## config.mk

```make
export PLATFORM = sky130hd
export DESIGN_NAME = branch_ctrl
export DESIGN_NICKNAME = d
export VERILOG_FILES = /design/src/rtl/alu_flag_pkg.sv /design/src/rtl/branch_ctrl.sv
export SDC_FILE = /design/constraint.sdc
export NUM_CORES = 1
export LEC_CHECK = 0
export CAP_MARGIN = 20
export CELL_PAD_IN_SITES_DETAIL_PLACEMENT = 1
export CELL_PAD_IN_SITES_GLOBAL_PLACEMENT = 2
export CORE_MARGIN = 4
export CORE_UTILIZATION = 28
export CTS_BUF_LIST = sky130_fd_sc_hd__clkbuf_4 sky130_fd_sc_hd__clkbuf_8 sky130_fd_sc_hd__clkbuf_16
export DETAILED_ROUTE_END_ITERATION = 12
export PLACE_DENSITY_LB_ADDON = 0.1
export SLEW_MARGIN = 10
export SYNTH_ARGS = -nofsm -noshare
export SYNTH_HDL_FRONTEND = slang
export SYNTH_SLANG_ARGS = --single-unit
```

## constraint.sdc

```tcl
create_clock -name iclk -period 2.2 [get_ports iclk]
set_input_delay 0.66 -clock iclk [delete_from_list [all_inputs] [get_ports iclk]]
set_output_delay 0.66 -clock iclk [all_outputs]
set_load 0.005 [all_outputs]
```

## src/rtl/alu_flag_pkg.sv

```systemverilog
// ----------------------------------------------------------------------------
// alu_flag_pkg
// Purpose : Shared type for the ALU flag register output consumed by the
//           branch controller. Carry is not part of this struct; it reaches
//           branch_ctrl on its own line after force-masking in the flag block.
// ----------------------------------------------------------------------------
package alu_flag_pkg;

    typedef struct packed {
        logic zero;
        logic sign;
        logic overflow;
    } struct_alu_flag_t;

endpackage

```

## src/rtl/branch_ctrl.sv

```systemverilog
// ----------------------------------------------------------------------------
// branch_ctrl
// Purpose : Resolves conditional-branch requests against the ALU flags and
//           drives the program counter. A taken branch loads the target,
//           flushes fetch for FLUSH_CYC cycles and requests a flag clear.
//
// Parameters:
//   ADDR_W    PC / branch target width
//   RESET_PC  PC value after reset
//   FLUSH_CYC cycles oflush stays high after a taken branch (>=1)
//
// Ports:
//   iclk, irst        clock, synchronous active-high reset
//   istep             advance PC by one (sequential fetch), honoured in IDLE only
//   ibr_valid/obr_ready  branch request handshake; obr_ready decoded from state
//   ibr_cond          4-bit condition code
//   ibr_target        branch target address
//   iflag, icarry     flag register output and (force-masked) carry
//   opc               current program counter
//   otaken/onot_taken/oillegal  1-cycle resolution pulses
//   oflush            fetch flush after a taken branch
//   oclf              1-cycle flag-clear request, coincident with otaken
//
// Optional feature (macro BRANCH_CTRL_STATS_EN):
//   otaken_cnt, onot_taken_cnt  saturating 16-bit resolution counters,
//   cleared only by irst. Reserved condition codes count as not taken.
// ----------------------------------------------------------------------------
module branch_ctrl
    import alu_flag_pkg::*;
#(
    parameter int                 ADDR_W    = 8,
    parameter logic [ADDR_W-1:0]  RESET_PC  = '0,
    parameter int                 FLUSH_CYC = 2
) (
    input  logic                  iclk,
    input  logic                  irst,
    input  logic                  istep,
    input  logic                  ibr_valid,
    output logic                  obr_ready,
    input  logic [3:0]            ibr_cond,
    input  logic [ADDR_W-1:0]     ibr_target,
    input  struct_alu_flag_t      iflag,
    input  logic                  icarry,
`ifdef BRANCH_CTRL_STATS_EN
    output logic [15:0]           otaken_cnt,
    output logic [15:0]           onot_taken_cnt,
`endif
    output logic [ADDR_W-1:0]     opc,
    output logic                  otaken,
    output logic                  onot_taken,
    output logic                  oillegal,
    output logic                  oflush,
    output logic                  oclf
);

    localparam int CNT_W = (FLUSH_CYC > 1) ? $clog2(FLUSH_CYC) : 1;

    typedef enum logic [1:0] {
        IDLE  = 2'd0,
        EVAL  = 2'd1,
        FLUSH = 2'd2
    } state_t;

    state_t              r_state;
    state_t              w_state_nxt;
    logic [ADDR_W-1:0]   r_pc,     w_pc_nxt;
    logic [CNT_W-1:0]    r_cnt,    w_cnt_nxt;
    logic [3:0]          r_cond;
    logic [ADDR_W-1:0]   r_target;
    logic                r_z, r_n, r_v, r_c;
    logic                r_taken,     w_taken_nxt;
    logic                r_not_taken, w_not_taken_nxt;
    logic                r_illegal,   w_illegal_nxt;
    logic                r_flush,     w_flush_nxt;
    logic                w_accept;
    logic                w_hit;

    // Condition table on the latched flags; 13 (never) and reserved 14/15 miss.
    function automatic logic cond_hit(input logic [3:0] cond,
                                      input logic c, input logic z,
                                      input logic n, input logic v);
        logic hit;
        hit = 1'b0;
        case (cond)
            4'd0:    hit = 1'b1;
            4'd1:    hit = z;
            4'd2:    hit = ~z;
            4'd3:    hit = c;
            4'd4:    hit = ~c;
            4'd5:    hit = n;
            4'd6:    hit = ~n;
            4'd7:    hit = v;
            4'd8:    hit = ~v;
            4'd9:    hit = c & ~z;
            4'd10:   hit = ~c | z;
            4'd11:   hit = (n == v);
            4'd12:   hit = (n != v);
            default: hit = 1'b0;
        endcase
        return hit;
    endfunction

    assign w_hit     = cond_hit(r_cond, r_c, r_z, r_n, r_v);
    assign obr_ready = (r_state == IDLE);

    always_comb begin
        w_state_nxt     = r_state;
        w_pc_nxt        = r_pc;
        w_cnt_nxt       = r_cnt;
        w_taken_nxt     = 1'b0;
        w_not_taken_nxt = 1'b0;
        w_illegal_nxt   = 1'b0;
        w_flush_nxt     = 1'b0;
        w_accept        = 1'b0;
        case (r_state)
            IDLE: begin
                // A branch request wins over a simultaneous step.
                if (ibr_valid) begin
                    w_accept    = 1'b1;
                    w_state_nxt = EVAL;
                end else if (istep) begin
                    w_pc_nxt = r_pc + ADDR_W'(1);
                end
            end
            EVAL: begin
                if (w_hit) begin
                    w_pc_nxt    = r_target;
                    w_taken_nxt = 1'b1;
                    w_flush_nxt = 1'b1;
                    w_cnt_nxt   = CNT_W'(FLUSH_CYC - 1);
                    w_state_nxt = FLUSH;
                end else begin
                    w_pc_nxt        = r_pc + ADDR_W'(1);
                    w_not_taken_nxt = 1'b1;
                    w_illegal_nxt   = (r_cond >= 4'd14);
                    w_state_nxt     = IDLE;
                end
            end
            FLUSH: begin
                if (r_cnt == '0) begin
                    w_state_nxt = IDLE;
                end else begin
                    w_cnt_nxt   = r_cnt - CNT_W'(1);
                    w_flush_nxt = 1'b1;
                end
            end
            default: w_state_nxt = IDLE;
        endcase
    end

    always_ff @(posedge iclk) begin
        if (irst) begin
            r_state     <= IDLE;
            r_pc        <= RESET_PC;
            r_cnt       <= '0;
            r_cond      <= '0;
            r_target    <= '0;
            r_z         <= 1'b0;
            r_n         <= 1'b0;
            r_v         <= 1'b0;
            r_c         <= 1'b0;
            r_taken     <= 1'b0;
            r_not_taken <= 1'b0;
            r_illegal   <= 1'b0;
            r_flush     <= 1'b0;
        end else begin
            r_state     <= w_state_nxt;
            r_pc        <= w_pc_nxt;
            r_cnt       <= w_cnt_nxt;
            r_taken     <= w_taken_nxt;
            r_not_taken <= w_not_taken_nxt;
            r_illegal   <= w_illegal_nxt;
            r_flush     <= w_flush_nxt;
            // Flags are captured at accept so later flag changes cannot
            // alter the decision made in EVAL.
            if (w_accept) begin
                r_cond   <= ibr_cond;
                r_target <= ibr_target;
                r_z      <= iflag.zero;
                r_n      <= iflag.sign;
                r_v      <= iflag.overflow;
                r_c      <= icarry;
            end
        end
    end

    assign opc        = r_pc;
    assign otaken     = r_taken;
    assign onot_taken = r_not_taken;
    assign oillegal   = r_illegal;
    assign oflush     = r_flush;
    assign oclf       = r_taken;

`ifdef BRANCH_CTRL_STATS_EN
    logic [15:0] r_taken_cnt;
    logic [15:0] r_not_taken_cnt;

    always_ff @(posedge iclk) begin
        if (irst) begin
            r_taken_cnt     <= '0;
            r_not_taken_cnt <= '0;
        end else begin
            if (w_taken_nxt && (r_taken_cnt != 16'hFFFF))
                r_taken_cnt <= r_taken_cnt + 16'd1;
            if (w_not_taken_nxt && (r_not_taken_cnt != 16'hFFFF))
                r_not_taken_cnt <= r_not_taken_cnt + 16'd1;
        end
    end

    assign otaken_cnt     = r_taken_cnt;
    assign onot_taken_cnt = r_not_taken_cnt;
`endif

endmodule

```

==> results.json, run 1 <==
{
  "wire_per_inst_um": 13.9,
  "antenna_left": 0,
  "syn_area_um2": 1540,
  "synthAdderAreaFrac_pct": 3.25,
  "hpwl_mm": 3.20,
  "cts_tree": "yes",
  "synth_xor_area_share_pct": 0.568,
  "r2r-start": "r_cond[1]$_SDFFE_PP0P_",
  "cts-root-buf": "clkbuf_8",
  "synth_enable_flop_cells": 0,
  "cts_made_buffers": 5,
  "placed_area_um2": 1990,
  "ctsLongestPathBuffers": 2,
  "dieArea_um2": 6760,
  "use_met2_pct": 23.4,
  "p_total_uw": 1420,
  "drv_cap": 0,
  "outcome": "finished clean",
  "yosys_warnings": 0,
  "cp-end-kind": "primary output",
  "synth_compound_area_share_pct": 17.4,
  "reg2reg_slack_ns": 0.11,
  "clk_pin_slew_ns": 0.07,
  "n_antenna_cell": 0,
  "synth_nets": 220,
  "final_area_um2": 2110,
  "grt_overflow_total": 0,
  "start_util_pct": 29.6,
  "grt_use_total_pct": 14.0,
  "syn_inst": 196,
  "synthToLayoutAreaGrowth_pct": 36.6,
  "peakVddDrop_uv": 371,
  "rsz0062_at_grt": "false",
  "regArea_um2": 627,
  "use_met3_pct": 4.45,
  "clkSinkCount": 31,
  "maxSlewHeadroom_pct": 81.4,
  "antenna_found_initial": 0,
  "cts_setup_buffers": 0,
  "ys_seq_area_share_pct": 40.3,
  "dp.cells": 299,
  "viasPerCell": 4.75,
  "power_density_nw_per_um2": 675,
  "yosys.cell_count.top_type": "nand2_1",
  "wl_mm": 4.24,
  "synth_mux_area_share_pct": 4.79,
  "clk-insertion-delay-late_ns": 0.29,
  "htreeDepth": 2,
  "drv_slew": 0,
  "top_usage_layer": "met2",
  "cp-start-kind": "register",
  "drc": 0,
  "synth.ff_latch_count": 31,
  "finClkSkew_ns": 0.00882,
  "ff2ff_path_depth": 7,
  "worstHoldStart": "r_target[1]$_SDFFE_PP0P_",
  "leakage_uw": 0.000748,
  "ys.flop_type": "dfxtp_1",
  "io_buffers": 33,
  "die_x_um": 82.2,
  "grtUsageMet1_pct": 16.8,
  "fin_nets": 260,
  "yosysTopAreaCell": "dfxtp_1",
  "drive_gt1_share_pct": 13.1,
  "reg2reg_to": "opc[2]$_SDFFE_PP0P_",
  "fin_cells": 306,
  "hold_depth": 2,
  "drt_pass1_iterations": 2,
  "async_reset_ff_share_pct": 0,
  "fillers": 641,
  "synth_area_leaders": "dfxtp_1 40%, nand2_1 11%, a21oi_1 6.8%, a31oi_1 3.2%, ha_1 3.2%",
  "ioPinCount": 34,
  "ys_top_cells_by_count": "46 x nand2_1, 31 x dfxtp_1, 21 x a21oi_1",
  "chipHeight_um": 82.2,
  "hp-class": "reg -> reg",
  "fin_crit_ns": 2.10,
  "num_rows": 26,
  "grt_pass1_vias": 1520,
  "pre_cts_slack_ns": -0.120,
  "grt_max_degree": 17,
  "grt_pass1_wl_mm": 7.22,
  "synth_area_per_cell_um2": 7.86,
  "synth_top_family_by_area": "simple AND/OR/NAND/NOR gates",
  "coreArea_um2": 5200,
  "fin_util_pct": 40.5,
  "drt_iter0_markers": 24,
  "fmax_mhz": 477,
  "tightest_slew_ns": 0.279,
  "synth_simple_gate_area_share_pct": 28.9,
  "min_period_over_period_pct": 95.3,
  "finalWorstSetupSlack_ns": 0.103,
  "worstPathMaxFanout": 6,
  "finalSetupViolations": 0,
  "criticalPathCategory": "reg -> out",
  "synth_top_area_share_pct": 40.3,
  "hold_end": "r_target[1]$_SDFFE_PP0P_",
  "vias": 1454,
  "multi_input_area_um2": 865,
  "synthDistinctLibCells": 36,
  "arrival_ns": 1.44,
  "hold_viol_final": 0,
  "worst_ep_required_time_ns": 1.54,
  "gp_congestion": 0.730
}
[layer usage]
layer / routed length [um] / part of all wire [%] / vias to the layer above
met4: 65 / 1.5 / 0
li1: - / - / 752
met1: 2010 / 47 / 672
met5: 0 / 0 / -
met2: 1980 / 47 / 25
met3: 177 / 4.2 / 5
[critical path, stage by stage, from the launching register on]
cell	delay, ns
dfxtp_1	0.33
inv_1	0.14
ha_4	0.19
clkdlybuf4s50_1	0.50
[cell type report]
cell class	count	area share, %
multi-input combinational	149	41.1
sequential	31	29.8
timing repair buffer	46	20.3
tap	70	4.16
clock buffer	6	3.92
inverter	3	0.535
clock inverter	1	0.238
[worst max-delay path by stage]
stage / startpoint / endpoint / depth (start not counted) / slack, ns
after global placement: istep / opc[2]$_SDFFE_PP0P_ / 6 / -0.06
after CTS: r_state[1]$_SDFFE_PP0P_ / obr_ready / 3 / 0.03
final: r_state[1]$_SDFFE_PP0P_ / obr_ready / 3 / 0.10
after detailed placement: istep / opc[2]$_SDFFE_PP0P_ / 6 / -0.12
after global routing: r_cond[1]$_SDFFE_PP0P_ / opc[2]$_SDFFE_PP0P_ / 7 / 0.005
after floorplan: r_v$_SDFFE_PP0P_ / opc[0]$_SDFFE_PP0P_ / 7 / 0.37
[sequential cells by signal, summed over array words and instances, names as in the netlist]
name and cells:
opc 8, r_target 8, r_cond 4, r_state 2, oclf 1, oflush 1, oillegal 1, onot_taken 1
r_c 1, r_cnt 1, r_n 1, r_v 1, r_z 1
[kinds of logic after synthesis]
kind of cell             count (synthesis)
AO/OA/AOI/OAI                           46
XOR/XNOR                                 1
adder cells (fa/ha/maj)                  4
buffers and inverters                   16
flip-flops                              31
multiplexers                             7
AND/OR/NAND/NOR                         91
[metrics by stage]
step	hold slack [ns]	TNS (ns)
global placement	0.453	-0.0603
detailed placement	0.456	-0.135
finish	0.462	0
CTS	0.465	0
global route	0.489	0
floorplan	0.431	0
[layout by cell type, fill, tap and decap left out, types with 2 or more instances in the layout]
master,synthesis,routed
a211oi_1,2,2
clkdlybuf4s50_1,0,33
nand2b_1,3,3
dfxtp_1,31,28
mux2_2,3,3
clkbuf_8,0,6
buf_4,1,13
dfxtp_2,0,2
ha_1,4,3
or2_2,2,2
nor2b_1,3,3
nand3_1,5,5
a31oi_1,8,8
o21ai_0,9,9
and2_1,5,5
nor2_1,9,9
mux2i_1,4,4
nor3_1,6,6
inv_1,3,3
a21oi_1,21,21
or3b_1,5,5
nand2_1,46,46
[timing repair]
action | in CTS | in global routing
gates cloned | 0 | 0
resized for setup | 1 | 6
endpoints found under the setup margin | 1 | 8
hold buffers | 0 | 0
[power by group]
part           leakage (uW)  switching (uW)  internal (uW)  total, uW
Sequential         0.000255            43.4            606        649
Combinational      0.000446             148            166        314
Clock             0.0000470             213            245        458
Total              0.000748             404           1020       1420
(Power assumes the default switching activity.)
==> inputs of run 2 (changes only) <==
- CORE_ASPECT_RATIO: default -> 0.8
- SKIP_CTS_REPAIR_TIMING: default -> 1
==> run 2 against run 1 <==
Cell area grew 2.8%. Hold slack worse by 0.0051 ns. Setup slack improved by 0.012 ns. Non-clock buffer count up 4. Combinational power up 4%. Clock power up 49%. Critical path type is now reg -> reg. Largest cell class unchanged.
==> results.json, run 2 (synthesis results as in run 1) <==
{
  "mostFrequentLayoutCells": "46 x nand2_1, 33 x clkdlybuf4s50_1, 29 x dfxtp_1",
  "fin_nets": 264,
  "worstHoldStart": "r_target[2]$_SDFFE_PP0P_",
  "wire_per_inst_um": 14.0,
  "chipHeight_um": 74.4,
  "hp-class": "reg -> reg",
  "layout_commonest_cell": "nand2_1",
  "power_density_nw_per_um2": 764,
  "fmax_mhz": 480,
  "final_area_um2": 2160,
  "antenna_found_initial": 0,
  "drv_cap": 0,
  "n_antenna_cell": 0,
  "clk_pin_slew_ns": 0.07,
  "clkSinkCount": 31,
  "gp_congestion": 0.735,
  "clk-insertion-delay-late_ns": 0.28,
  "outcome": "finished clean",
  "grt_max_degree": 21,
  "cp_slowest_cell": "or3b_2",
  "finalSetupViolations": 0,
  "drive_gt1_share_pct": 14.1,
  "dieArea_um2": 6760,
  "finClkSkew_ns": 0.0110,
  "multi_input_area_um2": 858,
  "htreeDepth": 2,
  "drt_iter0_markers": 48,
  "rsz0062_at_grt": "false",
  "leakage_uw": 0.000789,
  "viasPerCell": 4.78,
  "wl_mm": 4.24,
  "worstPathMaxFanout": 20,
  "start_util_pct": 29.8,
  "cts_made_buffers": 5,
  "fin_crit_ns": 2.08,
  "synthToLayoutAreaGrowth_pct": 40.4,
  "fin_util_pct": 41.8,
  "grt_pass1_vias": 1490,
  "cts_tree": "yes",
  "cp_common_cell": "a31oi_1",
  "tightest_slew_ns": 0.279,
  "fillers": 630,
  "criticalPathCategory": "reg -> reg",
  "grt_overflow_total": 0,
  "path_buf_inv": 1,
  "io_buffers": 33,
  "regArea_um2": 623,
  "worst_ep_required_time_ns": 2.41,
  "grt_pass1_wl_mm": 7.20,
  "vias": 1449,
  "hold_end": "r_target[2]$_SDFFE_PP0P_",
  "peakVddDrop_uv": 304,
  "drv_slew": 0,
  "startpoint": "r_v$_SDFFE_PP0P_",
  "grt_use_total_pct": 13.4,
  "ctsLongestPathBuffers": 2,
  "ff2ff_path_depth": 7,
  "num_rows": 23,
  "reg2reg_to": "opc[2]$_SDFFE_PP0P_",
  "cts-root-buf": "clkbuf_8",
  "hold_viol_final": 0,
  "min_period_over_period_pct": 94.8,
  "ioPinCount": 34,
  "hold_depth": 2,
  "drt_pass1_iterations": 4,
  "antenna_left": 0,
  "coreArea_um2": 5180,
  "arrival_ns": 2.29,
  "critPathTopFamily": "compound AO/OA/AOI/OAI gates",
  "fin_cells": 303,
  "finalWorstSetupSlack_ns": 0.115,
  "die_x_um": 91.0,
  "placed_area_um2": 2010,
  "cp-end-kind": "register",
  "r2r-start": "r_v$_SDFFE_PP0P_",
  "crit_path_cell_trace": "and3b_1 > a2111o_1 > a21boi_1 > a31oi_1 > buf_4 > or3b_2 > a31oi_1",
  "drc": 0,
  "hpwl_mm": 3.21,
  "cp-start-kind": "register",
  "reg2reg_slack_ns": 0.12,
  "maxSlewHeadroom_pct": 81.1,
  "p_total_uw": 1650,
  "pre_cts_slack_ns": -0.0868,
  "slowest_delay_ns": 0.45,
  "dp.cells": 295
}
## run 2: cell types whose count changed in the layout (fill, tap and decap cells not counted)
cell | previous run | this run
bufinv_16 | 0 | 2
nor4bb_1 | 0 | 1
buf_4 | 13 | 17
dfxtp_4 | 1 | 0
clkinv_2 | 1 | 0
clkbuf_4 | 0 | 1
dfxtp_1 | 28 | 29
clkbuf_8 | 6 | 5
nor4bb_2 | 1 | 0
## run 2: worst register-to-register path, stage by stage, from the launching register on
cell and delay (ns):
dfxtp_2 0.37, and3b_1 0.18, a2111o_1 0.42, a21boi_1 0.16
a31oi_1 0.05, buf_4 0.21, or3b_2 0.46, a31oi_1 0.16
## run 2: per-layer routing
layer,vias to the layer above,wire [um],global-route usage (%)
li1,766,-,-
met1,657,2350,18.5
met2,24,1710,20.1
met3,2,140,3.44
met4,0,39,5.52
met5,-,0,0
## run 2: final cells by class
type / instances / share of cell area, %
inverter: 3 / 0.520
clock inverter: 2 / 2.77
multi-input combinational: 149 / 39.7
clock buffer: 6 / 3.53
sequential: 31 / 28.8
tap: 62 / 3.58
timing repair buffer: 50 / 21.2
## run 2: worst max path at each step
stage	to	depth (start not counted)
final	opc[2]$_SDFFE_PP0P_	7
after global routing	opc[2]$_SDFFE_PP0P_	8
after CTS	obr_ready	3
after detailed placement	opc[2]$_SDFFE_PP0P_	6
after global placement	opc[2]$_SDFFE_PP0P_	6
after floorplan	opc[0]$_SDFFE_PP0P_	7
## run 2: stage by stage
stage	setup TNS, ns	hold WS [ns]
after floorplan	0	0.431
after global placement	-0.0461	0.453
after detailed placement	-0.120	0.452
after CTS	-0.0357	0.462
after global routing	0	0.477
final	0	0.456
## run 2: where the power goes
group / switching (uW) / internal [uW]
combinational: 154 / 173
clock: 218 / 465
sequential: 38.4 / 606
total: 410 / 1240
